===== src/rtl/lcd_frame_writer.sv =====
// lcd_frame_writer: paints a NUM_ROWS x NUM_COLS text frame onto an HD44780-class
// character LCD over the 4-bit write-only bus, with a start/busy/done handshake
// and an optional continuous-refresh mode.
module lcd_frame_writer #(
  parameter int CLK_DIV    = 1000000,
  parameter int NUM_COLS   = 16,
  parameter int NUM_ROWS   = 2,
  parameter int CLEAR_WAIT = 2,
  parameter int CONTINUOUS = 0
) (
  input  logic                  clk,
  input  logic                  reset,
  input  logic                  start,
  input  logic [8*NUM_COLS-1:0] line1,
  input  logic [8*NUM_COLS-1:0] line2,
  output logic                  busy,
  output logic                  done,
  output logic                  lcd_rs,
  output logic                  lcd_w,
  output logic                  lcd_e,
  output logic [3:0]            data
);

  localparam int               DIV_W     = $clog2(CLK_DIV);
  localparam logic [DIV_W-1:0] DIV_LAST  = DIV_W'(CLK_DIV - 1);
  localparam logic [6:0]       INIT_LAST = 7'd11;
  localparam logic [6:0]       ADDR_LAST = 7'd1;
  localparam logic [6:0]       ROW_LAST  = 7'(2 * NUM_COLS - 1);
  localparam logic [15:0]      WAIT_LAST = 16'(CLEAR_WAIT - 1);

  typedef enum logic [2:0] {
    IDLE, INIT, CLR_WAIT, ADDR1, ROW1, ADDR2, ROW2, FIN
  } state_t;

  state_t                state;
  logic [DIV_W-1:0]      div_cnt;
  logic                  tick;
  logic                  accept;
  logic [1:0]            phase;
  logic [6:0]            nib_idx;
  logic [15:0]           wait_cnt;
  logic                  init_done;
  logic [8*NUM_COLS-1:0] row1_buf;
  logic [8*NUM_COLS-1:0] row2_buf;
  logic [8*NUM_COLS-1:0] row_shift;
  logic [7:0]            ch;
  logic [3:0]            cur_nib;
  logic                  cur_rs;
  logic                  nib_last;

  assign lcd_w  = 1'b0;
  assign tick   = (div_cnt == DIV_LAST);
  assign accept = start && !busy && ((state == IDLE) || (state == FIN));

  // Tick divider: free-running, realigned to zero whenever a frame is accepted
  always_ff @(posedge clk) begin
    if (reset || accept || tick) begin
      div_cnt <= '0;
    end else begin
      div_cnt <= div_cnt + 1'b1;
    end
  end

  // Selects the nibble and register-select for the current position in the frame
  always_comb begin
    row_shift = '0;
    ch        = 8'h00;
    cur_nib   = 4'h0;
    cur_rs    = 1'b0;
    nib_last  = 1'b0;
    case (state)
      INIT: begin
        case (nib_idx[3:0])
          4'd0, 4'd1, 4'd2: cur_nib = 4'h3;
          4'd3, 4'd4:       cur_nib = 4'h2;
          4'd5:             cur_nib = 4'h8;
          4'd7:             cur_nib = 4'hC;
          4'd9:             cur_nib = 4'h6;
          4'd11:            cur_nib = 4'h1;
          default:          cur_nib = 4'h0;
        endcase
        nib_last = (nib_idx == INIT_LAST);
      end
      ADDR1: begin
        cur_nib  = nib_idx[0] ? 4'h0 : 4'h8;
        nib_last = (nib_idx == ADDR_LAST);
      end
      ADDR2: begin
        cur_nib  = nib_idx[0] ? 4'h0 : 4'hC;
        nib_last = (nib_idx == ADDR_LAST);
      end
      ROW1, ROW2: begin
        row_shift = ((state == ROW1) ? row1_buf : row2_buf) << {nib_idx[6:1], 3'b000};
        ch        = row_shift[8*NUM_COLS-1 -: 8];
        cur_nib   = nib_idx[0] ? ch[3:0] : ch[7:4];
        cur_rs    = 1'b1;
        nib_last  = (nib_idx == ROW_LAST);
      end
      default: begin
        cur_nib = 4'h0;
      end
    endcase
  end

  // Frame sequencer: walks init, clear wait, address and row writes one tick at a time
  always_ff @(posedge clk) begin
    if (reset) begin
      state     <= IDLE;
      phase     <= 2'd0;
      nib_idx   <= '0;
      wait_cnt  <= '0;
      init_done <= 1'b0;
      row1_buf  <= '0;
      row2_buf  <= '0;
      busy      <= 1'b0;
      done      <= 1'b0;
      lcd_rs    <= 1'b0;
      lcd_e     <= 1'b0;
      data      <= 4'h0;
    end else begin
      done <= 1'b0;
      case (state)
        IDLE, FIN: begin
          phase    <= 2'd0;
          nib_idx  <= '0;
          wait_cnt <= '0;
          if ((state == FIN) && (CONTINUOUS != 0)) begin
            row1_buf <= line1;
            row2_buf <= line2;
            state    <= ADDR1;
          end else if (accept) begin
            row1_buf <= line1;
            row2_buf <= line2;
            busy     <= 1'b1;
            state    <= init_done ? ADDR1 : INIT;
          end else begin
            state <= IDLE;
          end
        end
        CLR_WAIT: begin
          if (tick) begin
            if (wait_cnt == WAIT_LAST) begin
              wait_cnt <= '0;
              state    <= ADDR1;
            end else begin
              wait_cnt <= wait_cnt + 16'd1;
            end
          end
        end
        default: begin
          if (tick) begin
            case (phase)
              2'd0: begin
                lcd_rs <= cur_rs;
                data   <= cur_nib;
                lcd_e  <= 1'b0;
                phase  <= 2'd1;
              end
              2'd1: begin
                lcd_e <= 1'b1;
                phase <= 2'd2;
              end
              default: begin
                lcd_e <= 1'b0;
                phase <= 2'd0;
                if (!nib_last) begin
                  nib_idx <= nib_idx + 7'd1;
                end else begin
                  nib_idx <= '0;
                  case (state)
                    INIT: begin
                      init_done <= 1'b1;
                      if (CLEAR_WAIT > 0) state <= CLR_WAIT;
                      else                state <= ADDR1;
                    end
                    ADDR1: state <= ROW1;
                    ROW1: begin
                      if (NUM_ROWS == 2) begin
                        state <= ADDR2;
                      end else begin
                        state <= FIN;
                        done  <= 1'b1;
                        busy  <= (CONTINUOUS != 0);
                      end
                    end
                    ADDR2: state <= ROW2;
                    default: begin
                      state <= FIN;
                      done  <= 1'b1;
                      busy  <= (CONTINUOUS != 0);
                    end
                  endcase
                end
              end
            endcase
          end
        end
      endcase
    end
  end

endmodule


===== config.mk =====
export PLATFORM = sky130hd
export DESIGN_NAME = lcd_frame_writer
export DESIGN_NICKNAME = d
export VERILOG_FILES = /design/src/rtl/lcd_frame_writer.sv
export SDC_FILE = /design/constraint.sdc
export NUM_CORES = 1
export LEC_CHECK = 0
export ABC_CLOCK_PERIOD_IN_PS = 3000
export CORE_ASPECT_RATIO = 0.7
export CORE_MARGIN = 5
export CORE_UTILIZATION = 33
export CTS_CLUSTER_SIZE = 30
export DETAILED_ROUTE_END_ITERATION = 16
export PLACE_DENSITY = 0.63
export SYNTH_ARGS = -nofsm -noshare
export SYNTH_HDL_FRONTEND = slang
export SYNTH_SLANG_ARGS = --single-unit

===== constraint.sdc =====
create_clock -name clk -period 3 [get_ports clk]
set_input_delay 0.3 -clock clk [delete_from_list [all_inputs] [get_ports clk]]
set_output_delay 0.3 -clock clk [all_outputs]
set_load 0.02 [all_outputs]

==> metrics.md, run 1 <==
| Metric | Value |
|---|---|
| Number of synthesized flops with an enable pin | 0 |
| Yosys top cell by area | dfxtp_1 |
| Clk pin slew, worst setup/hold paths | 60 ps |
| Final Net Count | between 2,000 and 2,500 |
| Clock sink count | 317 |
| DR vias | 12,871 |
| Critical path destination | data[1] |
| Period utilization | 0.896 |
| DRC | 0 |
| Num CTS Buffers | 31 |
| CTS tree | built |
| Antenna viol nets, final | 0 |
| Crit end category | register |
| Gate Count Post-Synth | 1,712 |
| Worst slew pin tran | 1250 ps |
| Clock latency on the worst-skew pair | 580 ps |
| Starting density of the core | 0.335 |
| Final hold violations | 0 |
| Cells on worst reg2reg path | 9 |
| Max_slew headroom | 0.163 |
| Final setup fails | 0 |
| RSZ-0062 raised after global routing | no |
| Post_cts resized | 0 |
| Syn_area_per_cell | 8.04 um^2 |
| Synth async-reset ratio | 0 |
| DR vias/cell | 5.17 |
| Post-Route WL | 46,700 um |
| Die Y | 181 um |
| Sequential share of the synthesized area | 0.461 |
| Fmax | 0.372 GHz |
| Post-DP Area | approximately 17,000 um^2 |
| RR Startpoint | state[2] |
| Setup TNS | 0 ps |
| Detailed placement HPWL | 34,200 um |
| Share of cells above drive strength 1 | 0.0792 |
| IO Pins | 268 |
| Synth top area cells | dfxtp_1 (46%), nand2_1 (16%), a21oi_1 (9.9%), mux4_2 (7.2%), clkbuf_1 (2.8%) |
| Synth Register Bits | roughly 320 |
| Die Wd | between 200 and 300 um |
| Critical path launch point type | register |
| Count of warnings emitted by yosys | 0 |
| Gr ovfl total | 0 |
| Post-synth cell types | 61 |
| DR pass1 iterations | 5 |
| List of most frequent post-synthesis cells | nand2_1 (597), dfxtp_1 (317), a21oi_1 (273) |
| Largest net degree at the start of global routing | 223 |
| Deepest clock path buffer count | 3 |
| Top fanout value on the critical path | 37 |
| Total power draw | between 0.01 and 0.015 W |
| Area Overhead vs Synth | 30.5% |
| Final Skew | 19.6 ps |
| ANT cells | 0 |
| # port buffers | 266 |
| Max Cap Viol | 0 |
| Syn_nets | 1,975 |
| Number of DRC markers in iteration 0 | 1,033 |
| H-tree levels | 1 |
| Tot GR Track Use | 0.192 |
| Most common cell in the netlist | nand2_1 |
| Final Max Slew Viols | 0 |
| DIE AREA | 46,000 um^2 |
| Top cell type's share of synthesized area | 0.461 |
| Initial antenna violation count | 1 |
| Crit Path Category | register to register |
| Status | completed |
| Data required time of the worst path | 3450 ps |
| Pwr/cell area | 705 nW/um^2 |
| Flop2flop setup slack | between 300 and 400 ps |
| Worst min path class | input pin to register |
| Worst Setup SP | state[2] |
| Main synth FF type | dfxtp_1 |
| First-pass GRT wire length | 71,200 um |
| Final critical-path required period | 2690 ps |
| Vias in the first global route | 12,501 |
| Fin area | 18,000 um^2 |
| Row Count | between 60 and 70 |
| Post-CTS setup buffer count | 0 |
| Max IR drop VDD | about 0.44 mV |
| Synthesized area | 13,800 um^2 |
| Hold_buf cts | 0 |
| Clk root buf | clkbuf_16 |
| Critical path data arrival time | approximately 3100 ps |
| Core Area | 41,100 um^2 |
| P_leak | 6.44 nW |
| Final RePlAce weighted congestion | 0.957 |
| Wirelength per Cell | 18.8 um |
| Reg2reg end | data[1] |
per-layer routing:
layer	up-vias	share of wire	routed length [um]	GRT usage
li1	6213	-	-	-
met1	6156	0.48	22200	0.292
met2	444	0.43	20100	0.287
met3	56	0.076	3560	0.0361
met4	2	0.019	886	0.0343
met5	-	0.00028	13	0
sequential cells by signal, summed over array words and instances (netlist names), named ones only:
name	count
nib_idx	7
busy	1
done	1
lcd_e	1
wait_cnt	16
state	3
init_done	1
lcd_rs	1
phase	2
row2_buf	128
row1_buf	128
div_cnt	20
data	4
where the power goes:
part	leakage (nW)	total (W)	switching, W	internal [W]
clock network	0.501	0.00388	0.00168	0.00220
logic	3.35	0.00351	0.00217	0.00133
registers	2.59	0.00528	0.000381	0.00490
layout make-up:
type / count / area (um^2)
multi-input combinational: 1263 / 6900
inverter: 5 / 18.8
timing repair buffer: 302 / 3010
clock buffer: 45 / 878
fill: 4118 / 23200
tap: 544 / 681
sequential: 317 / 6350
clock inverter: 13 / 123
stage by stage:
step	std cells	hold slack, ps	setup WS, ps	utilization
after floorplan	1712	418	695	-
after global placement	2431	432	378	0.413
after detailed placement	2431	439	326	0.413
after CTS	2489	134	313	0.437
after global routing	2489	152	56.2	0.437
final	2489	147	311	0.437
kinds of logic (layout without fill, tap and decap cells):
group	count (synthesis)	after routing	share of synthesized area
AO/OA/AOI/OAI	347	347	0.138
XOR/XNOR	35	35	0.0223
adder cells (fa/ha/maj)	4	4	0.00364
buffers and inverters	132	365	0.0395
flip-flops	317	317	0.461
multiplexers	65	65	0.0875
other	1	1	0.000272
AND/OR/NAND/NOR	811	811	0.248
worst min path at each step:
| stage | endpoint | cells after the start | startpoint | slack (ps) |
|---|---|---|---|---|
| 2_1_floorplan | div_cnt[0] | 1 | div_cnt[0] | 420 |
| 6_report | busy | 2 | reset | 150 |
| 3_5_place_dp | div_cnt[0] | 1 | div_cnt[0] | 440 |
| 3_3_place_gp | div_cnt[0] | 1 | div_cnt[0] | 430 |
| 5_1_grt | row2_buf[44] | 2 | reset | 150 |
| 4_1_cts | row2_buf[34] | 2 | reset | 130 |
worst max-delay path, stage by stage (launching register included):
cell,delay [ps]
dfxtp_1,320
buf_4,210
nor3b_2,320
buf_12,280
mux4_2,610
o22a_1,230
nand4_1,130
nor4bb_1,270
or3_1,140
a31oi_1,40
placed cells by master (no fill, tap or decap), drive strengths merged, types with 21 or more instances in the layout:
| cell | count |
|---|---|
| nor2 | 75 |
| and3 | 21 |
| xor2 | 21 |
| nand2 | 597 |
| nand3 | 27 |
| dfxtp | 317 |
| mux4 | 44 |
| clkdlybuf4s50 | 265 |
| a21oi | 273 |
| clkbuf | 46 |
| buf | 36 |
No activity file was read; power rests on OpenSTA's default activity.
==> run 2, diff against run 1 <==
--- a/config.mk
+++ b/config.mk
@@ -8,10 +8,10 @@
 export ABC_CLOCK_PERIOD_IN_PS = 3000
 export CORE_ASPECT_RATIO = 0.7
 export CORE_MARGIN = 5
-export CORE_UTILIZATION = 33
+export CORE_UTILIZATION = 25
 export CTS_CLUSTER_SIZE = 30
 export DETAILED_ROUTE_END_ITERATION = 16
-export PLACE_DENSITY = 0.63
+export PLACE_DENSITY = 0.53
 export SYNTH_ARGS = -nofsm -noshare
 export SYNTH_HDL_FRONTEND = slang
 export SYNTH_SLANG_ARGS = --single-unit
==> metrics.md, run 2 (synthesized netlist as in run 1, its figures left out) <==
| Metric | Value |
|---|---|
| Status | completed |
| Max IR drop VDD | 0.426 mV |
| Vias in the first global route | 12,391 |
| Ordered cell list for the critical path | or3b_4 -> buf_4 -> mux4_2 -> o22ai_1 -> nor4_1 -> nor4_1 -> or3_1 -> a31oi_1 |
| Final Skew | ~21 ps |
| Final RePlAce weighted congestion | 0.881 |
| Die Wd | 290 um |
| Number of DRC markers in iteration 0 | about 1,100 |
| Post_cts resized | 0 |
| Final hold violations | 0 |
| Wirelength per Cell | roughly 18 um |
| Worst hold slack | 205 ps |
| Fmax | 0.371 GHz |
| Core Area | 54,900 um^2 |
| # port buffers | between 200 and 300 |
| RSZ-0062 raised after global routing | no |
| Crit Path Category | register to register |
| Antenna viol nets, final | 0 |
| DRC | 0 |
| Clock sink count | 317 |
| Clk pin slew, worst setup/hold paths | 60 ps |
| Final worst slack | just over 300 ps |
| Setup TNS | 0 ps |
| Most frequent cells in the layout | nand2_1 (596), dfxtp_1 (316), a21oi_1 (273) |
| Pwr/cell area | 722 nW/um^2 |
| DR vias/cell | 4.73 |
| Post-Route WL | approximately 50,000 um |
| Num CTS Buffers | 35 |
| Top fanout value on the critical path | 23 |
| P_leak | 6.53 nW |
| Final setup fails | 0 |
| H-tree levels | 2 |
| Critical path data arrival time | 3090 ps |
| FILL cells | 5,723 |
| Worst slew pin tran | approximately 1400 ps |
| Gr ovfl total | 0 |
| Final critical-path required period | around 2700 ps |
| Final Net Count | 2,191 |
| Initial antenna violation count | 2 |
| DIE AREA | 59,900 um^2 |
| Final Max Slew Viols | 0 |
| Pre-CTS setup slack | 298 ps |
| Row Count | 72 |
| Data required time of the worst path | ~3400 ps |
| Register Area | about 6300 um^2 |
| CP dominant cell by count | nor4_1 |
| Max Cap Viol | 0 |
| Detailed placement HPWL | between 30,000 and 40,000 um |
| CTS tree | built |
| Hold_buf cts | 0 |
| Deepest clock path buffer count | 3 |
| Crit path largest cell delay | 600 ps |
| DR pass1 iterations | 8 |
| First-pass GRT wire length | 74,800 um |
| Post-CTS setup buffer count | 0 |
| Area Overhead vs Synth | 33.7% |
| Period utilization | 0.898 |
| IO Pins | roughly 270 |
| Starting density of the core | 0.251 |
| Largest net degree at the start of global routing | ~230 |
| Worst min path class | input pin to register |
| Critical path launch point type | register |
| Max_slew headroom | 0.0876 |
| Tot GR Track Use | 0.159 |
| Crit-path slowest cell | mux4_2 |
| Die Y | between 200 and 250 um |
| Largest regs | row1_buf x128, row2_buf x128, div_cnt x20 |
| Clk root buf | clkbuf_16 |
| Most common cell after layout, fill and taps aside | nand2_1 |
| Multi-input gate area | 6900 um^2 |
| Crit end category | register |
| Share of cells above drive strength 1 | 0.0840 |
| Clock latency on the worst-skew pair | 530 ps |
| DR vias | 12,753 |
-- run 2: final cells by class --
| class | instances | share of cell area |
|---|---|---|
| antenna | 2 | 0.000272 |
| inverter | 5 | 0.00102 |
| sequential | 317 | 0.345 |
| multi-input combinational | 1263 | 0.375 |
| clock buffer | 51 | 0.0564 |
| clock inverter | 11 | 0.00666 |
| timing repair buffer | 306 | 0.165 |
| tap | 740 | 0.0503 |
-- run 2: final timing paths --
| path | start | endpoint | slack [ps] | cells past startpoint |
|---|---|---|---|---|
| setup / recovery | state[2] | data[2] | 310 | 8 |
| hold / removal | reset | busy | 210 | 2 |
| setup reg to reg | state[2] | data[2] | 310 | 8 |
| hold reg to reg | lcd_e | lcd_e | 450 | 2 |
-- run 2: where the power goes --
part           internal [W]  switching [W]  total [W]
logic               0.00137        0.00225    0.00362
registers           0.00490       0.000408    0.00531
clock network       0.00258        0.00177    0.00435
-- run 2: per-stage QoR --
step / cells / total power, W / utilization / cell area [um^2]
3_5_place_dp: 2631 / 0.00904 / 0.314 / 17200
2_1_floorplan: 1712 / 0.00755 / - / 13800
6_report: 2695 / 0.0133 / 0.335 / 18400
5_1_grt: 2693 / 0.0140 / 0.335 / 18400
4_1_cts: 2693 / 0.0134 / 0.335 / 18400
3_3_place_gp: 2631 / 0.00900 / 0.314 / 17200
-- run 2: per-layer routing --
layer,part of all wire,up-vias,GRT usage
met2,0.42,381,0.229
met1,0.48,6052,0.236
met3,0.077,64,0.0434
met4,0.020,4,0.0329
met5,0.00038,-,0
li1,-,6252,-
-- run 2: critical path, delay by kind of cell (launching register included) --
kind	cells	cell delay, ps
simple gates	4	1020
mux	1	600
compound gates	2	330
flops	1	310
buf+inv	1	300
==> run 3, diff against run 2 <==
--- a/config.mk
+++ b/config.mk
@@ -9,7 +9,7 @@
 export CORE_ASPECT_RATIO = 0.7
 export CORE_MARGIN = 5
 export CORE_UTILIZATION = 25
-export CTS_CLUSTER_SIZE = 30
+export CTS_CLUSTER_SIZE = 28
 export DETAILED_ROUTE_END_ITERATION = 16
 export PLACE_DENSITY = 0.53
 export SYNTH_ARGS = -nofsm -noshare
==> results of run 3 <==
Final layout, timing and power as in run 2 (identical DEF).
